File: src/rtl/alu_ctrl_pkg.sv
// Shared constants for the ALU issue controller: ALUOp codes, MIPS opcode/funct
// values and FSM state encoding.
package alu_ctrl_pkg;

  localparam logic [2:0] ALU_ADD = 3'b000;
  localparam logic [2:0] ALU_SUB = 3'b001;
  localparam logic [2:0] ALU_AND = 3'b010;
  localparam logic [2:0] ALU_OR  = 3'b011;
  localparam logic [2:0] ALU_SRL = 3'b100;
  localparam logic [2:0] ALU_SRA = 3'b101;

  localparam logic [5:0] OP_RTYPE = 6'h00;
  localparam logic [5:0] OP_ADDI  = 6'h08;
  localparam logic [5:0] OP_ADDIU = 6'h09;
  localparam logic [5:0] OP_ANDI  = 6'h0c;
  localparam logic [5:0] OP_ORI   = 6'h0d;

  localparam logic [5:0] F_SRL  = 6'h02;
  localparam logic [5:0] F_SRA  = 6'h03;
  localparam logic [5:0] F_SRLV = 6'h06;
  localparam logic [5:0] F_SRAV = 6'h07;
  localparam logic [5:0] F_ADD  = 6'h20;
  localparam logic [5:0] F_ADDU = 6'h21;
  localparam logic [5:0] F_SUB  = 6'h22;
  localparam logic [5:0] F_SUBU = 6'h23;
  localparam logic [5:0] F_AND  = 6'h24;
  localparam logic [5:0] F_OR   = 6'h25;

  typedef enum logic [1:0] {S_IDLE, S_EXEC, S_RESP} state_t;

endpackage

File: src/rtl/alu_issue_decode.sv
// Combinational MIPS decode: instruction + operands -> ALU A/B/ALUOp and illegal flag.
// OVERFLOW_TRAP_EN adds the trapping add/sub/addi forms and a trap output.
import alu_ctrl_pkg::*;

module alu_issue_decode (
  input  logic [31:0] instr,
  input  logic [31:0] rs_val,
  input  logic [31:0] rt_val,
  output logic [31:0] a,
  output logic [31:0] b,
  output logic [2:0]  op,
`ifdef OVERFLOW_TRAP_EN
  output logic        trap,
`endif
  output logic        illegal
);

  logic [5:0]  opc;
  logic [5:0]  funct;
  logic [4:0]  shamt;
  logic [15:0] imm;
  logic        unused_fields;

  assign opc   = instr[31:26];
  assign funct = instr[5:0];
  assign shamt = instr[10:6];
  assign imm   = instr[15:0];
  // Register-number fields are resolved upstream; only the values arrive here.
  assign unused_fields = ^instr[25:16];

  always_comb begin
    a       = rs_val;
    b       = rt_val;
    op      = ALU_ADD;
    illegal = 1'b0;
`ifdef OVERFLOW_TRAP_EN
    trap    = 1'b0;
`endif
    case (opc)
      OP_RTYPE: begin
        case (funct)
          F_ADDU: op = ALU_ADD;
          F_SUBU: op = ALU_SUB;
          F_AND:  op = ALU_AND;
          F_OR:   op = ALU_OR;
          F_SRL:  begin a = rt_val; b = {27'd0, shamt};       op = ALU_SRL; end
          F_SRA:  begin a = rt_val; b = {27'd0, shamt};       op = ALU_SRA; end
          F_SRLV: begin a = rt_val; b = {27'd0, rs_val[4:0]}; op = ALU_SRL; end
          F_SRAV: begin a = rt_val; b = {27'd0, rs_val[4:0]}; op = ALU_SRA; end
`ifdef OVERFLOW_TRAP_EN
          F_ADD:  begin op = ALU_ADD; trap = 1'b1; end
          F_SUB:  begin op = ALU_SUB; trap = 1'b1; end
`endif
          default: illegal = 1'b1;
        endcase
      end
      OP_ADDIU: begin b = {{16{imm[15]}}, imm}; op = ALU_ADD; end
      OP_ANDI:  begin b = {16'd0, imm};         op = ALU_AND; end
      OP_ORI:   begin b = {16'd0, imm};         op = ALU_OR;  end
`ifdef OVERFLOW_TRAP_EN
      OP_ADDI:  begin b = {{16{imm[15]}}, imm}; op = ALU_ADD; trap = 1'b1; end
`endif
      default: illegal = 1'b1;
    endcase
  end

endmodule

File: src/rtl/alu_issue_ctrl.sv
// ALU issue controller: accepts one instruction, drives the external ALU, returns
// the captured result. OVERFLOW_TRAP_EN enables signed-overflow trapping on add/sub/addi.
import alu_ctrl_pkg::*;

module alu_issue_ctrl (
  input  logic        clk,
  input  logic        reset,
  input  logic        req_valid,
  output logic        req_ready,
  input  logic [31:0] req_instr,
  input  logic [31:0] req_rs_val,
  input  logic [31:0] req_rt_val,
  output logic [31:0] alu_a,
  output logic [31:0] alu_b,
  output logic [2:0]  alu_op,
  input  logic [31:0] alu_c,
  output logic        rsp_valid,
  input  logic        rsp_ready,
  output logic [31:0] rsp_data,
  output logic        rsp_err
);

  state_t      state;
  logic [31:0] dec_a, dec_b;
  logic [2:0]  dec_op;
  logic        dec_illegal;
  logic        ovf;

`ifdef OVERFLOW_TRAP_EN
  logic        dec_trap;
  logic        trap_chk;
  logic [31:0] b_eff;

  // Subtraction overflows like an add of the negated operand.
  assign b_eff = (alu_op == ALU_SUB) ? (~alu_b + 32'd1) : alu_b;
  assign ovf   = trap_chk && (alu_a[31] == b_eff[31]) && (alu_c[31] != alu_a[31]);
`else
  assign ovf   = 1'b0;
`endif

  alu_issue_decode u_dec (
    .instr   (req_instr),
    .rs_val  (req_rs_val),
    .rt_val  (req_rt_val),
    .a       (dec_a),
    .b       (dec_b),
    .op      (dec_op),
`ifdef OVERFLOW_TRAP_EN
    .trap    (dec_trap),
`endif
    .illegal (dec_illegal)
  );

  always_ff @(posedge clk or negedge reset) begin
    if (!reset) begin
      state     <= S_IDLE;
      req_ready <= 1'b1;
      alu_a     <= '0;
      alu_b     <= '0;
      alu_op    <= ALU_ADD;
      rsp_valid <= 1'b0;
      rsp_data  <= '0;
      rsp_err   <= 1'b0;
`ifdef OVERFLOW_TRAP_EN
      trap_chk  <= 1'b0;
`endif
    end else begin
      case (state)
        S_IDLE: begin
          if (req_valid) begin
            req_ready <= 1'b0;
            if (dec_illegal) begin
              // Illegal ops skip the ALU and leave its operands untouched.
              rsp_data  <= '0;
              rsp_err   <= 1'b1;
              rsp_valid <= 1'b1;
              state     <= S_RESP;
            end else begin
              alu_a  <= dec_a;
              alu_b  <= dec_b;
              alu_op <= dec_op;
`ifdef OVERFLOW_TRAP_EN
              trap_chk <= dec_trap;
`endif
              state  <= S_EXEC;
            end
          end
        end
        S_EXEC: begin
          rsp_data  <= ovf ? 32'd0 : alu_c;
          rsp_err   <= ovf;
          rsp_valid <= 1'b1;
          state     <= S_RESP;
        end
        S_RESP: begin
          if (rsp_ready) begin
            rsp_valid <= 1'b0;
            req_ready <= 1'b1;
            state     <= S_IDLE;
          end
        end
        default: begin
          state     <= S_IDLE;
          req_ready <= 1'b1;
          rsp_valid <= 1'b0;
        end
      endcase
    end
  end

endmodule
File: config.mk
export PLATFORM = sky130hd
export DESIGN_NAME = alu_issue_ctrl
export DESIGN_NICKNAME = d
export VERILOG_FILES = /design/src/rtl/alu_ctrl_pkg.sv /design/src/rtl/alu_issue_decode.sv /design/src/rtl/alu_issue_ctrl.sv
export SDC_FILE = /design/constraint.sdc
export NUM_CORES = 1
export LEC_CHECK = 0
export CAP_MARGIN = 40
export CORE_MARGIN = 3
export CORE_UTILIZATION = 30
export CTS_BUF_LIST = sky130_fd_sc_hd__clkbuf_2
export CTS_CLUSTER_DIAMETER = 60
export CTS_CLUSTER_SIZE = 24
export DETAILED_ROUTE_END_ITERATION = 7
export PLACE_DENSITY = 0.7
export SLEW_MARGIN = 30
export SYNTH_ARGS = -nofsm -noshare
export SYNTH_HDL_FRONTEND = slang
export SYNTH_SLANG_ARGS = --single-unit
export TNS_END_PERCENT = 10
File: constraint.sdc
create_clock -name clk -period 1.5 [get_ports clk]
set_input_delay 0.15 -clock clk [delete_from_list [all_inputs] [get_ports clk]]
set_output_delay 0.15 -clock clk [all_outputs]
set_load 0.005 [all_outputs]
==> impl_results.html <==
<table>
<tr><th>Metric</th><th>Value</th></tr>
<tr><th colspan="2">Global routing</th></tr>
<tr><td>Wire length of the first global-routing pass</td><td>23500 um</td></tr>
<tr><td>Initial antenna violation count</td><td>2</td></tr>
<tr><td>Largest net degree at the start of global routing</td><td>45</td></tr>
<tr><td>Via count of the first global-routing pass</td><td>4475</td></tr>
<tr><td>Overflow left after global routing</td><td>0</td></tr>
<tr><td>Total global-route track usage</td><td>0.178</td></tr>
<tr><th colspan="2">STA</th></tr>
<tr><td>Slew margin rel.</td><td>0.703</td></tr>
<tr><td>RSZ-0062 raised after global routing</td><td>true</td></tr>
<tr><td>Final number of max-transition violations</td><td>0</td></tr>
<tr><td>Largest clock skew in the final design</td><td>25.6 ps</td></tr>
<tr><td>Setup TNS after final layout</td><td>0 ps</td></tr>
<tr><td>Final-report hold violation count</td><td>0</td></tr>
<tr><td>Shortest clock period the worst path allows after layout</td><td>1490 ps</td></tr>
<tr><td>Fraction of the cycle the final worst path needs</td><td>0.991</td></tr>
<tr><td>Slew @ Worst Pin</td><td>445 ps</td></tr>
<tr><td>Setup-violating endpoint count in the final report</td><td>0</td></tr>
<tr><td>Final-layout worst hold slack</td><td>100 ps</td></tr>
<tr><td>Peak Freq</td><td>0.673 GHz</td></tr>
<tr><th colspan="2">Place</th></tr>
<tr><td>Global placer's final weighted congestion</td><td>0.847</td></tr>
<tr><td>Post-DP HPWL</td><td>11400 um</td></tr>
<tr><td>Post-Place Cell Area</td><td>7240 um^2</td></tr>
<tr><td>Cell count after placement</td><td>842</td></tr>
<tr><td>Count of port buffers added during placement</td><td>223</td></tr>
<tr><th colspan="2">Finish</th></tr>
<tr><td>Final net count</td><td>828</td></tr>
<tr><td>Post-route core utilization</td><td>0.485</td></tr>
<tr><td>Final non-filler cell area</td><td>7190 um^2</td></tr>
<tr><td>Share of cells above drive strength 1</td><td>0.240</td></tr>
<tr><td>P&amp;R area growth vs syn</td><td>55.7%</td></tr>
<tr><td>Non-filler cells, final</td><td>887</td></tr>
<tr><th colspan="2">Route</th></tr>
<tr><td>Routed vias/inst</td><td>4.83</td></tr>
<tr><td>Count of vias placed by the detailed router</td><td>4287</td></tr>
<tr><td>Wirelength per Cell</td><td>17.1 um</td></tr>
<tr><td>Post-detailed-route DRC marker count</td><td>0</td></tr>
<tr><td>1st-pass router iterations</td><td>4</td></tr>
<tr><td>Initial detailed-routing violation count</td><td>213</td></tr>
<tr><td>Total wirelength of the detailed-routed design</td><td>15200 um</td></tr>
<tr><td>Detail Route Antenna Nets</td><td>0</td></tr>
<tr><th colspan="2">Floorplanning</th></tr>
<tr><td>Top-level I/O count</td><td>234</td></tr>
<tr><td>Core Rows</td><td>44</td></tr>
<tr><td>Core footprint</td><td>14800 um^2</td></tr>
<tr><td>Die ar.</td><td>16900 um^2</td></tr>
<tr><td>Horiz. Die Dim</td><td>130 um</td></tr>
<tr><td>Initial Util</td><td>0.312</td></tr>
<tr><td>Die Span Y</td><td>130 um</td></tr>
<tr><th colspan="2">Yosys</th></tr>
<tr><td>Most instantiated flip-flop cell in the synthesis netlist</td><td>dfrtp_1</td></tr>
<tr><td>Number of different library cells in the post-synthesis netlist</td><td>38</td></tr>
<tr><td>Syn Area/Cell</td><td>10.8 um^2</td></tr>
<tr><td>Post-synth EDFFs</td><td>0</td></tr>
<tr><td>Post-Synthesis Cell Area</td><td>4620 um^2</td></tr>
<tr><td>Sequential fraction of the synthesis area</td><td>0.564</td></tr>
<tr><td>Ys async rst share</td><td>1.00</td></tr>
<tr><td>Total of flip-flops plus latches after synthesis</td><td>104</td></tr>
<tr><td>Net count after synthesis</td><td>559</td></tr>
<tr><td>Synthesized netlist cell count</td><td>427</td></tr>
<tr><td>Number of synthesis warnings</td><td>0</td></tr>
<tr><th colspan="2">Power</th></tr>
<tr><td>Static Leak</td><td>3.62 nW</td></tr>
<tr><td>Pwr per Cell Area</td><td>973 nW/um^2</td></tr>
<tr><td>Maximum ir drop on the vdd rail</td><td>0.000488 V</td></tr>
<tr><th colspan="2">Worst setup path</th></tr>
<tr><td>Longest individual stage delay on the worst path</td><td>460 ps</td></tr>
<tr><td>Max Fanout on Critical Path</td><td>16</td></tr>
<tr><td>Sort of element at the start of the critical path</td><td>flip-flop</td></tr>
<tr><td>Critical-path cell with the highest stage delay</td><td>dfrtp_1</td></tr>
<tr><td>Ordered list of cells on the worst path</td><td>nor2b_4 -&gt; o2111a_1 -&gt; o21ai_4 -&gt; a41oi_4 -&gt; buf_12 -&gt; a21oi_1</td></tr>
<tr><td>Critical Path RT</td><td>2010 ps</td></tr>
<tr><td>Cell type group with the largest total delay on the critical path</td><td>compound AO/OA/AOI/OAI gates</td></tr>
<tr><td>Worst Setup End Kind</td><td>flip-flop</td></tr>
<tr><td>Endpoint arrival time on the critical path</td><td>2000 ps</td></tr>
<tr><td>WP buf/inv</td><td>1</td></tr>
<tr><td>Worst Path Class, Setup</td><td>reg -&gt; reg</td></tr>
<tr><th colspan="2">CTS</th></tr>
<tr><td>Clock tree from TritonCTS</td><td>done</td></tr>
<tr><td>H-tree lvl count</td><td>3</td></tr>
<tr><td>Later-pin clock latency in the skew report</td><td>600 ps</td></tr>
<tr><td>Number of sinks on the clock net</td><td>104</td></tr>
<tr><td>Clk slew on worst S/H paths</td><td>270 ps</td></tr>
<tr><td>Cts bufs inserted</td><td>9</td></tr>
<tr><td>Clk Tree Root Cell</td><td>clkbuf_2</td></tr>
<tr><td>Clock tree buffer depth</td><td>2</td></tr>
<tr><th colspan="2">Status</th></tr>
<tr><td>Outcome</td><td>finished clean</td></tr>
<tr><th colspan="2">Worst hold path</th></tr>
<tr><td>Type of the most critical hold path</td><td>in -&gt; async</td></tr>
<tr><th colspan="2">Flow run</th></tr>
<tr><td>Max cap viols</td><td>0</td></tr>
</table>
-- cell usage in the layout (no fill, tap or decap), drive strengths merged, types with 2 or more instances in the layout --
cell type,n
o21ai,39
nand3,14
buf,79
a21oi,23
dfrtp,103
a22o,32
a221oi,4
nor2b,4
a31oi,12
clkbuf,69
mux2i,36
o211a,2
diode,4
clkdlybuf4s50,120
nor2,40
inv,2
nor3,2
clkinv,2
nand2,70
clkdlybuf4s15,29
nand2b,2
-- kinds of logic (layout without fill, tap and decap cells) --
kind of cell           after synthesis  after routing  synth area share
AO/OA/AOI/OAI                      119            119             0.184
XOR/XNOR                             1              1           0.00190
buffers and inverters               31            303            0.0439
flip-flops                         104            104             0.564
multiplexers                        36             36            0.0781
other                                0              4                 0
AND/OR/NAND/NOR                    136            136             0.128
-- routing by layer --
layer,track usage,vias up,part of all wire
met3,0.0581,15,0.086
met5,0,-,0
met1,0.216,2071,0.41
li1,-,2053,-
met4,0.0611,0,0.018
met2,0.300,148,0.49
-- cell usage after synthesis, types with 2 or more instances --
cell type	instances	share of area
a22o_1	32	0.061
o21ai_1	2	0.0022
a221oi_2	3	0.0098
o211a_1	2	0.0043
nand2_1	70	0.057
a31oi_1	12	0.016
nor3_4	2	0.0070
o21ai_0	36	0.039
buf_6	8	0.020
dfrtp_1	103	0.56
nand3_1	14	0.015
nor2b_1	4	0.0054
a21oi_1	22	0.024
clkbuf_1	8	0.0065
nor2_1	40	0.033
buf_2	12	0.013
mux2i_1	36	0.078
-- where the power goes --
group	internal, mW	switching, mW
clock network	0.214	0.910
logic	1.26	0.932
registers	3.37	0.317
-- worst register-to-register path, stage by stage (launching register included) --
cell and delay, ps:
dfrtp_1 460, nor2b_4 130, o2111a_1 230, o21ai_4 130, a41oi_4 220, buf_12 180
a21oi_1 80
-- timing repair --
action | in CTS | in global routing
pin swaps | 1 | 0
hold buffers | 2 | 0
hold endpoints to repair | 104 | 0
endpoints found under the setup margin | 106 | 95
buffers inserted | 21 | 4
gates resized for setup | 227 | 68
-- path summary, 6_finish.rpt --
| check | start | endpoint | slack, ps | cells past startpoint |
|---|---|---|---|---|
| max | state[1] | alu_b[28] | 10 | 6 |
| min | reset | rsp_data[1] | 100 | 3 |
| max reg2reg | state[1] | alu_b[28] | 10 | 6 |
| min reg2reg | alu_a[30] | alu_a[30] | 530 | 2 |
| max in group asynchronous | reset | alu_b[19] | 1110 | 3 |
| min in group clk | req_instr[13] | alu_b[13] | 110 | 3 |
-- state kept, by name, indices dropped and copies added, names as in the netlist --
| register | flops |
|---|---|
| alu_a | 32 |
| alu_b | 32 |
| alu_op | 3 |
| req_ready | 1 |
| rsp_data | 32 |
| rsp_err | 1 |
| rsp_valid | 1 |
| state | 2 |
-- per-stage QoR --
stage | worst slack, ps | power, mW
6_report | 13.1 | 7.00
5_1_grt | -59.2 | 7.52
4_1_cts | -26.6 | 7.25
3_5_place_dp | -575 | 6.24
3_3_place_gp | -538 | 6.16
2_1_floorplan | 5.19 | 4.38
-- layout make-up --
cell class	count	area [um^2]
Fill cell	1387	7620
Sequential cell	104	2600
Timing Repair Buffer	287	2430
Multi-Input combinational cell	292	1820
Tap cell	184	230
Clock buffer	11	55.1
Clock inverter	3	21.3
Inverter	2	15.0
Antenna cell	4	10.0
No activity file was read; power rests on OpenSTA's default activity.
